$ cat src/rtl/ddr_arb_pkg.sv
// Shared definitions for the DDR frame arbiter: FSM states, grant encoding
// and the frame-buffer base address helper.
package ddr_arb_pkg;

  typedef enum logic [1:0] {
    ST_ARB  = 2'd0,
    ST_CMD  = 2'd1,
    ST_WAIT = 2'd2
  } arb_state_e;

  typedef enum logic {
    GNT_RD = 1'b0,
    GNT_WR = 1'b1
  } grant_e;

  // Base address of the selected ping-pong buffer.
  function automatic logic [63:0] buf_base(input logic        sel,
                                           input logic [63:0] base0,
                                           input logic [63:0] base1);
    return sel ? base1 : base0;
  endfunction

endpackage

$ cat src/rtl/frame_addr_gen.sv
// Per-requester frame walker: tracks the beat offset inside the current frame,
// whether a frame is in progress, a pending frame start, and whether the
// requester may be granted the next burst given its FIFO level.
module frame_addr_gen
  import ddr_arb_pkg::*;
#(
  parameter int unsigned ADDR_W         = 28,
  parameter int unsigned LVL_W          = 11,
  parameter int unsigned BURST_LEN      = 64,
  parameter int unsigned FRAME_BEATS    = 16320,
  // 1: eligible when level >= LEVEL_THRESH (data waiting to be written)
  // 0: eligible when level <= LEVEL_THRESH (room for a read burst)
  parameter bit          LEVEL_AT_LEAST = 1'b1,
  parameter int unsigned LEVEL_THRESH   = 64
) (
  input  logic              clk_i,
  input  logic              rst_ni,
  input  logic              start_i,
  input  logic              apply_i,
  input  logic              advance_i,
  input  logic [LVL_W-1:0]  level_i,
  input  logic [ADDR_W-1:0] base_i,
  output logic              pending_o,
  output logic              active_o,
  output logic              frame_full_o,
  output logic              offset_nz_o,
  output logic              eligible_o,
  output logic [ADDR_W-1:0] addr_o
);

  localparam logic [ADDR_W-1:0] FRAME_END  = ADDR_W'(FRAME_BEATS);
  localparam logic [ADDR_W-1:0] BURST_STEP = ADDR_W'(BURST_LEN);
  localparam logic [LVL_W-1:0]  THRESH     = LVL_W'(LEVEL_THRESH);

  logic [ADDR_W-1:0] offset_q, offset_d;
  logic              active_q, active_d;
  logic              pending_q, pending_d;
  logic              level_ok;

  // Next offset/active/pending: a start pulse arriving while an older one is
  // being applied stays pending for the next arbitration slot.
  always_comb begin
    offset_d  = offset_q;
    active_d  = active_q;
    pending_d = start_i | (pending_q & ~apply_i);
    if (apply_i) begin
      offset_d = '0;
      active_d = 1'b1;
    end else if (advance_i && (offset_q < FRAME_END)) begin
      offset_d = offset_q + BURST_STEP;
    end
  end

  // State registers with synchronous active-low reset.
  always_ff @(posedge clk_i) begin
    if (!rst_ni) begin
      offset_q  <= '0;
      active_q  <= 1'b0;
      pending_q <= 1'b0;
    end else begin
      offset_q  <= offset_d;
      active_q  <= active_d;
      pending_q <= pending_d;
    end
  end

  assign level_ok     = LEVEL_AT_LEAST ? (level_i >= THRESH) : (level_i <= THRESH);
  assign pending_o    = pending_q;
  assign active_o     = active_q;
  assign frame_full_o = (offset_q == FRAME_END);
  assign offset_nz_o  = (offset_q != '0);
  assign eligible_o   = active_q && (offset_q < FRAME_END) && level_ok;
  assign addr_o       = base_i + offset_q;

endmodule

$ cat src/rtl/ddr_frame_arbiter.sv
// Arbitrates one DDR3 burst command port between the camera write FIFO and
// the display read FIFO, and manages ping-pong frame buffers so the display
// always starts on the most recently completed frame.
module ddr_frame_arbiter
  import ddr_arb_pkg::*;
#(
  parameter int unsigned ADDR_W        = 28,
  parameter int unsigned LVL_W         = 11,
  parameter int unsigned BURST_LEN     = 64,
  parameter int unsigned RD_FIFO_DEPTH = 1024,
  parameter int unsigned RD_URGENT     = 128,
  parameter int unsigned FRAME_BEATS   = 16320,
  parameter int unsigned BUF0_BASE     = 0,
  parameter int unsigned BUF1_BASE     = 'h100000
) (
  input  logic              Clk,
  input  logic              Rst_n,
  input  logic              Enable,
  input  logic              wr_frame_start,
  input  logic [LVL_W-1:0]  wr_fifo_level,
  input  logic              rd_frame_start,
  input  logic [LVL_W-1:0]  rd_fifo_level,
  output logic              cmd_valid,
  input  logic              cmd_ready,
  output logic              cmd_is_write,
  output logic [ADDR_W-1:0] cmd_addr,
  input  logic              burst_done,
  output logic              wr_buf_sel,
  output logic              rd_buf_sel,
  output logic              frame_dropped
);

  localparam logic [LVL_W-1:0] URGENT_LVL = LVL_W'(RD_URGENT);

  arb_state_e        state_q, state_d;
  grant_e            last_grant_q, last_grant_d;
  logic              cmd_is_write_q, cmd_is_write_d;
  logic [ADDR_W-1:0] cmd_addr_q, cmd_addr_d;
  logic              wr_buf_sel_q, wr_buf_sel_d;
  logic              rd_buf_sel_q, rd_buf_sel_d;
  logic              done_buf_q, done_buf_d;
  logic              frame_dropped_q, frame_dropped_d;

  logic              in_arb, in_wait;
  logic              wr_pending, wr_active, wr_full, wr_offset_nz, wr_eligible;
  logic              rd_pending, rd_active, rd_full, rd_offset_nz, rd_eligible;
  logic [ADDR_W-1:0] wr_addr, rd_addr, wr_base, rd_base;
  logic              wr_apply, rd_apply, wr_advance, rd_advance;
  logic              pick_write;
  logic              unused_rd_status;

  assign in_arb     = (state_q == ST_ARB);
  assign in_wait    = (state_q == ST_WAIT);
  assign wr_apply   = in_arb && wr_pending;
  assign rd_apply   = in_arb && rd_pending;
  assign wr_advance = in_wait && burst_done && (last_grant_q == GNT_WR);
  assign rd_advance = in_wait && burst_done && (last_grant_q == GNT_RD);

  assign wr_base = ADDR_W'(buf_base(wr_buf_sel_q, 64'(BUF0_BASE), 64'(BUF1_BASE)));
  assign rd_base = ADDR_W'(buf_base(rd_buf_sel_q, 64'(BUF0_BASE), 64'(BUF1_BASE)));

  frame_addr_gen #(
    .ADDR_W        (ADDR_W),
    .LVL_W         (LVL_W),
    .BURST_LEN     (BURST_LEN),
    .FRAME_BEATS   (FRAME_BEATS),
    .LEVEL_AT_LEAST(1'b1),
    .LEVEL_THRESH  (BURST_LEN)
  ) u_wr_gen (
    .clk_i       (Clk),
    .rst_ni      (Rst_n),
    .start_i     (wr_frame_start),
    .apply_i     (wr_apply),
    .advance_i   (wr_advance),
    .level_i     (wr_fifo_level),
    .base_i      (wr_base),
    .pending_o   (wr_pending),
    .active_o    (wr_active),
    .frame_full_o(wr_full),
    .offset_nz_o (wr_offset_nz),
    .eligible_o  (wr_eligible),
    .addr_o      (wr_addr)
  );

  frame_addr_gen #(
    .ADDR_W        (ADDR_W),
    .LVL_W         (LVL_W),
    .BURST_LEN     (BURST_LEN),
    .FRAME_BEATS   (FRAME_BEATS),
    .LEVEL_AT_LEAST(1'b0),
    .LEVEL_THRESH  (RD_FIFO_DEPTH - BURST_LEN)
  ) u_rd_gen (
    .clk_i       (Clk),
    .rst_ni      (Rst_n),
    .start_i     (rd_frame_start),
    .apply_i     (rd_apply),
    .advance_i   (rd_advance),
    .level_i     (rd_fifo_level),
    .base_i      (rd_base),
    .pending_o   (rd_pending),
    .active_o    (rd_active),
    .frame_full_o(rd_full),
    .offset_nz_o (rd_offset_nz),
    .eligible_o  (rd_eligible),
    .addr_o      (rd_addr)
  );

  // The read side's frame status is not needed when a read frame restarts.
  assign unused_rd_status = &{1'b0, rd_active, rd_full, rd_offset_nz};

  // Winner selection: a starving display FIFO preempts everything, otherwise
  // alternate when both sides want the port.
  always_comb begin
    pick_write = wr_eligible;
    if (rd_eligible && (rd_fifo_level < URGENT_LVL)) begin
      pick_write = 1'b0;
    end else if (wr_eligible && rd_eligible) begin
      pick_write = (last_grant_q == GNT_RD);
    end
  end

  // Next-state logic: frame-start bookkeeping and grants happen only in ARB.
  always_comb begin
    state_d         = state_q;
    last_grant_d    = last_grant_q;
    cmd_is_write_d  = cmd_is_write_q;
    cmd_addr_d      = cmd_addr_q;
    wr_buf_sel_d    = wr_buf_sel_q;
    rd_buf_sel_d    = rd_buf_sel_q;
    done_buf_d      = done_buf_q;
    frame_dropped_d = 1'b0;
    case (state_q)
      ST_ARB: begin
        if (wr_pending || rd_pending) begin
          if (wr_pending) begin
            if (wr_active && wr_full) begin
              done_buf_d   = wr_buf_sel_q;
              wr_buf_sel_d = ~wr_buf_sel_q;
            end else if (wr_active && wr_offset_nz) begin
              frame_dropped_d = 1'b1;
            end
          end
          // Uses the completed buffer as registered, i.e. before any swap
          // applied in this same cycle.
          if (rd_pending) begin
            rd_buf_sel_d = done_buf_q;
          end
        end else if (Enable && (wr_eligible || rd_eligible)) begin
          cmd_is_write_d = pick_write;
          cmd_addr_d     = pick_write ? wr_addr : rd_addr;
          last_grant_d   = pick_write ? GNT_WR : GNT_RD;
          state_d        = ST_CMD;
        end
      end
      ST_CMD: begin
        if (cmd_ready) begin
          state_d = ST_WAIT;
        end
      end
      ST_WAIT: begin
        if (burst_done) begin
          state_d = ST_ARB;
        end
      end
      default: state_d = ST_ARB;
    endcase
  end

  // Arbiter registers with synchronous active-low reset.
  always_ff @(posedge Clk) begin
    if (!Rst_n) begin
      state_q         <= ST_ARB;
      last_grant_q    <= GNT_RD;
      cmd_is_write_q  <= 1'b0;
      cmd_addr_q      <= '0;
      wr_buf_sel_q    <= 1'b0;
      rd_buf_sel_q    <= 1'b1;
      done_buf_q      <= 1'b1;
      frame_dropped_q <= 1'b0;
    end else begin
      state_q         <= state_d;
      last_grant_q    <= last_grant_d;
      cmd_is_write_q  <= cmd_is_write_d;
      cmd_addr_q      <= cmd_addr_d;
      wr_buf_sel_q    <= wr_buf_sel_d;
      rd_buf_sel_q    <= rd_buf_sel_d;
      done_buf_q      <= done_buf_d;
      frame_dropped_q <= frame_dropped_d;
    end
  end

  assign cmd_valid     = (state_q == ST_CMD);
  assign cmd_is_write  = cmd_is_write_q;
  assign cmd_addr      = cmd_addr_q;
  assign wr_buf_sel    = wr_buf_sel_q;
  assign rd_buf_sel    = rd_buf_sel_q;
  assign frame_dropped = frame_dropped_q;

endmodule

$ cat config.mk
export PLATFORM = sky130hd
export DESIGN_NAME = ddr_frame_arbiter
export DESIGN_NICKNAME = d
export VERILOG_FILES = /design/src/rtl/ddr_arb_pkg.sv /design/src/rtl/frame_addr_gen.sv /design/src/rtl/ddr_frame_arbiter.sv
export SDC_FILE = /design/constraint.sdc
export NUM_CORES = 1
export LEC_CHECK = 0
export BUFFER_PORTS_ARGS = -buffer_cell sky130_fd_sc_hd__clkbuf_2
export CORE_MARGIN = 4
export CORE_UTILIZATION = 43
export CTS_BUF_LIST = sky130_fd_sc_hd__clkbuf_16
export DETAILED_ROUTE_END_ITERATION = 7
export GPL_TIMING_DRIVEN = 0
export PLACE_DENSITY = 0.78
export SYNTH_ARGS = -nofsm -noshare
export SYNTH_HDL_FRONTEND = slang
export SYNTH_SLANG_ARGS = --single-unit
$ cat constraint.sdc
create_clock -name Clk -period 2.35 [get_ports Clk]
set_clock_uncertainty 0.2 [all_clocks]
set_input_delay 0.235 -clock Clk [delete_from_list [all_inputs] [get_ports Clk]]
set_output_delay 0.235 -clock Clk [all_outputs]
set_load 0.02 [all_outputs]
Word-level counts from Yosys, hierarchy flattened
Cells that the tools add are included.
{ "totals": {"reg_bits": 96, "word_cells": 81} }
{ "op_classes": {"add_sub_neg": 4, "magnitude_cmp": 5, "eq_ne": 7, "n_mux": 12, "bitwise_logic": 12, "reduce_logical": 27} }
{ "op_table": {"columns": ["op", "count"], "rows": [
  ["adder 21 x 28 -> 28 bit", 2],
  ["adder 28 x 7 -> 28 bit (second input constant)", 2],
  ["< comparator 28 x 14 -> 1 bit (second input constant)", 2],
  ["2-to-1 mux 21 bit", 2],
  ["== test 28 x 14 -> 1 bit (second input constant)", 1],
  ["2-to-1 mux 28 bit", 1],
  ["nonzero test 28 bit", 1],
  ["logical AND 1 bit", 16],
  ["greater-or-equal comparator 11 x 7 -> 1 bit (second input constant)", 1],
  ["less-or-equal comparator 11 x 10 -> 1 bit (second input constant)", 1],
  ["< comparator 11 x 8 -> 1 bit (second input constant)", 1],
  ["2-to-1 mux 2 bit", 4],
  ["inverter 1 bit", 8],
  ["AND reduction 4 bit", 2],
  ["case mux 2 bit (3 select lines)", 1],
  ["AND reduction 3 bit", 2],
  ["OR reduction 5 bit", 1],
  ["2-to-1 mux 1 bit", 4],
  ["inequality test 2 x 1 -> 1 bit (second input constant)", 2],
  ["inequality test 2 bit (second input constant)", 2],
  ["OR reduction 2 bit", 2],
  ["AND 1 bit", 2],
  ["== test 2 x 1 -> 1 bit (second input constant)", 1],
  ["== test 2 bit (second input constant)", 1],
  ["other kinds (3)", 5]
]} }

Logic depth before layout (Yosys ltp)
{ "logic_depth": {"depth_word": 8, "depth_mapped": 8, "depth_no_buf": 6} }

Cells and area by module
From an unflattened synthesis, not the netlist that was laid out.
{ "hier_totals": {"cells_unflattened": 692, "area_unflattened_um2": 5718.0} }
{ "by_module_without_submodules": {"columns": ["module", "n_inst", "cells_per_inst", "area_each_um2", "seq_area_each_um2"], "rows": [
  ["frame_addr_gen at u_rd_gen", 1, 253, 2128.3, 480.5],
  ["frame_addr_gen at u_wr_gen", 1, 245, 2053.2, 480.5],
  ["ddr_frame_arbiter", 1, 194, 1536.5, 700.7]
]} }

Least setup slack after synthesis
Ideal clock, no wire load.
{ "synth_timing": {"path_kind": "register to register", "start": "reg u_rd_gen.offset_q[6]", "end": "reg cmd_addr_q[22], in the netlist cmd_addr[22]", "setup_ns": 0.123, "arrival_ns": 1.947, "required_time_ns": 2.027, "setup_slack_ns": 0.080, "path_stages_with_launch": 8, "cell_sequence": "dfxtp_1 -> ha_1 -> and4_1 -> or4_4 -> o21ai_2 -> buf_6 -> mux2i_1 -> o22ai_2"} }
{ "synth_between": {"elab_chain_cells": 7} }
{ "synth_rtl": {"columns": ["element", "line", "source"], "rows": [
  ["start, declared", "frame_addr_gen.sv:35", "logic [ADDR_W-1:0] offset_q, offset_d;"],
  ["start signal, assigned", "frame_addr_gen.sv:61", "offset_q <= offset_d;"],
  ["< comparator 28 x 14 -> 1 bit", "frame_addr_gen.sv:72", "assign eligible_o = active_q && (offset_q < FRAME_END) && level_ok;"],
  ["logical AND 1 bit (2 in a row)", "frame_addr_gen.sv:72", null],
  ["logical AND 1 bit", "ddr_frame_arbiter.sv:117", "end else if (wr_eligible && rd_eligible) begin"],
  ["2-to-1 mux 1 bit", "ddr_frame_arbiter.sv:117", null],
  ["2-to-1 mux 1 bit", "ddr_frame_arbiter.sv:115", "if (rd_eligible && (rd_fifo_level < URGENT_LVL)) begin"],
  ["2-to-1 mux 28 bit", "ddr_frame_arbiter.sv:150", "cmd_addr_d = pick_write ? wr_addr : rd_addr;"],
  ["end signal, assigned", "ddr_frame_arbiter.sv:184", "cmd_addr_q <= cmd_addr_d;"],
  ["end, declared", "ddr_frame_arbiter.sv:38", "logic [ADDR_W-1:0] cmd_addr_q, cmd_addr_d;"]
]} }
Parallel ways exist; a longest one is shown, timed or not.
A chain may end at the register's enable or synchronous reset.

Worst setup path after layout
{ "layout_timing": {"start": "reg u_rd_gen.offset_q[23]", "end": "reg cmd_addr_q[22], in the netlist cmd_addr[22]"} }
{ "layout_between": {"elab_chain_cells": 7} }
{ "layout_rtl": {"columns": ["element", "line"], "rows": [
  ["< comparator 28 x 14 -> 1 bit (*)", "frame_addr_gen.sv:72"],
  ["logical AND 1 bit (*) (2 in a row)", "frame_addr_gen.sv:72"],
  ["logical AND 1 bit", "ddr_frame_arbiter.sv:117"],
  ["2-to-1 mux 1 bit", "ddr_frame_arbiter.sv:117"],
  ["2-to-1 mux 1 bit", "ddr_frame_arbiter.sv:115"],
  ["2-to-1 mux 28 bit", "ddr_frame_arbiter.sv:150"]
]} }
Every way passes the cells marked *; elsewhere a longest branch is shown, timed or not.

==> reports/results.ini <==
[yosys]
seq_area_frac_synth = 0.500
synthDistinctLibCells = 46
synthesis.instances = 304
syn_avg_cell_area_um2 = 10.1
synth_seq_cells = 77
synth-warning-count = 0
syn_area_um2 = 3090

[global_route]
grt_use_total = 0.159
grt_pass1_wl_mm = 10.8
grt_max_degree = 16
antenna_found_initial = 0
grt_pass1_vias = 2293
grt.overflow.total = 0

[sta]
whs_ns = 0.00874
fmax_mhz = 425
setup_viol = 2
fin_crit_sh = 1.00
setup_ws_ns = -0.00286
min_period_ns = 2.35
final-max-slew-violation-count = 0
rsz0062_at_grt = yes
hold_violations = 0

[worst_setup_path]
crit_path_end_kind = flip-flop
path_buf_inv = 1
cpPeakStageDelay_ns = 0.60
worstPathMaxFanout = 5
critPathTopFamily = simple AND/OR/NAND/NOR gates
slowest_stage = or4_4
worstPathArrival_ns = 2.37
critPathLaunchType = flip-flop
required_ns = 2.37
crit_chain = nor4_4 -> nand4_1 -> or4_4 -> o21ai_4 -> buf_8 -> mux2i_2 -> o22ai_2
worstSetupPathType = reg2reg

[route]
vias_per_cell = 5.02
vias = 2417
drc = 0
dr.pass1.iters = 4
wirelength_mm = 6.74
drtIter0Drc = 76
drtAntennaViolNets = 0
routedWlPerCell_um = 14.0

[layout]
multi_input_comb_area_um2 = 1490
drive_above_1_share = 0.332
seq_area_um2 = 1550
final_util = 0.573
layout.nets = 416
final_common_cell = dfxtp_1
antenna_cells = 0
final_cell_mix = dfxtp_1, clkbuf_2, and3_1, nor2_1, buf_4
syn_to_final_growth_pct = 27.6
n_fill_cell = 611

[hold_path]
min_path_type = in2reg

[clock_network]
clockBufferDepth = 2
cts_sinks = 77
clk_latency_ns = 0.33
htreeDepth = 3
cts.clk_slew.worst_paths_ns = 0.06
cts_made_buffers = 9
clockRootBuffer = clkbuf_16
tritoncts = done

[power]
p_leak_nw = 1.76
ir_worst_vdd_mv = 0.474
power.density_nw_per_um2 = 716

[floorplan]
initial_core_util = 0.449
core.rowCount = 30
die_x_um = 92.7
dieArea_um2 = 8600
io_pins = 62
fp.coreArea_um2 = 6870
die_h_um = 92.7

[run]
drv_cap = 0

[place]
portBuffers = 49
post-dp-hpwl_mm = 4.66
place_congestion = 0.799

[outcome]
violations = negative setup slack
outcome = complete, but fails checks

logic make-up (layout without fill, tap and decap cells):
group,count (synthesis),in the layout,synth area share
buffers and inverters,25,101,0.0466
adders and majority gates,7,7,0.0284
other,1,6,0.00122
AOI/OAI and AO/OA,37,37,0.0823
xor gates and xnor gates,15,15,0.0426
DFF,77,77,0.500
muxes,12,12,0.0389
and+or+nand+nor,130,130,0.260
final timing paths:
path                         startpoint      endpoint  slack, ns  depth (start not counted)
setup / recovery  u_rd_gen.offset_q[23]  cmd_addr[22]     -0.003                          7
hold / removal                cmd_ready    state_q[1]      0.009                          3
setup reg to reg  u_rd_gen.offset_q[23]  cmd_addr[22]     -0.003                          7
hold reg to reg            cmd_addr[27]  cmd_addr[27]       0.26                          1
cell usage after synthesis, drive strengths merged:
cell,number,area share
nor3,3,0.0065
a21oi,17,0.035
mux2i,12,0.039
or3,3,0.0061
buf,11,0.028
clkbuf,7,0.0097
a21boi,3,0.0073
conb,1,0.0012
inv,7,0.0085
a211oi,1,0.0024
o21ai,11,0.020
nor4,10,0.036
xor2,11,0.031
and2,13,0.026
nand3b,1,0.0024
ha,7,0.028
and4,4,0.011
o21a,1,0.0024
or2b,1,0.0028
nand2,12,0.015
or2,2,0.0049
nor3b,2,0.0049
o221a,3,0.011
nand4,9,0.018
nor4b,1,0.0028
nor2b,8,0.016
or4,2,0.0061
xnor2,4,0.011
and3,30,0.062
nor2,21,0.026
dfxtp,77,0.50
nand3,8,0.013
o22ai,1,0.0041
cell type report:
class / instances / share of cell area
clock inverter: 7 / 0.0146
clock buffer: 9 / 0.0572
multi-input combinational: 207 / 0.378
inverter: 7 / 0.00668
sequential: 77 / 0.394
timing repair buffer: 60 / 0.0855
buffer: 18 / 0.0334
tap: 96 / 0.0305
timing repair:
item	4_1_cts	5_1_grt
endpoints found under the hold margin	2	0
buffers inserted	2	6
pin swaps	7	11
hold buffers	2	0
resized for setup	8	21
gates cloned	1	0
setup endpoints to repair	22	25
layer usage:
layer,global-route usage,share of wire,up-vias
met5,0,0,-
met3,0.0585,0.050,11
met4,0.0562,0.020,0
li1,-,-,1206
met2,0.259,0.50,51
met1,0.192,0.43,1149
through the flow:
stage | setup slack (ns) | TNS [ns] | total power, mW | cell area (µm²) | std cells
after floorplan | 0.0805 | 0 | 1.48 | 3100 | 309
after global placement | -0.0898 | -0.938 | 1.53 | 3470 | 454
after detailed placement | -0.0973 | -1.38 | 1.53 | 3470 | 454
after CTS | -0.0120 | -0.0221 | 2.83 | 3810 | 475
after global routing | -0.0742 | -0.667 | 2.91 | 3940 | 481
final | -0.00286 | -0.00485 | 2.82 | 3940 | 481
power by group:
group	total (mW)	internal, mW	switching, mW
Clock	1.29	0.731	0.561
Combinational	0.189	0.0788	0.110
Sequential	1.34	1.32	0.0135
tightest hold or removal path, cell delays in order:
cell and delay [ns]:
clkbuf_2 0.09, a21oi_1 0.05, nor2b_1 0.12
registers in the layout, indices dropped and copies added, names as in the netlist:
name	cells
u_rd_gen.active_o	1
wr_buf_sel	1
u_wr_gen.offset_q	22
u_rd_gen.pending_o	1
rd_buf_sel	1
cmd_addr	22
u_rd_gen.offset_q	22
done_buf_q	1
u_wr_gen.active_o	1
last_grant_q	1
frame_dropped	1
state_q	2
u_wr_gen.pending_o	1
(Power assumes the default switching activity.)
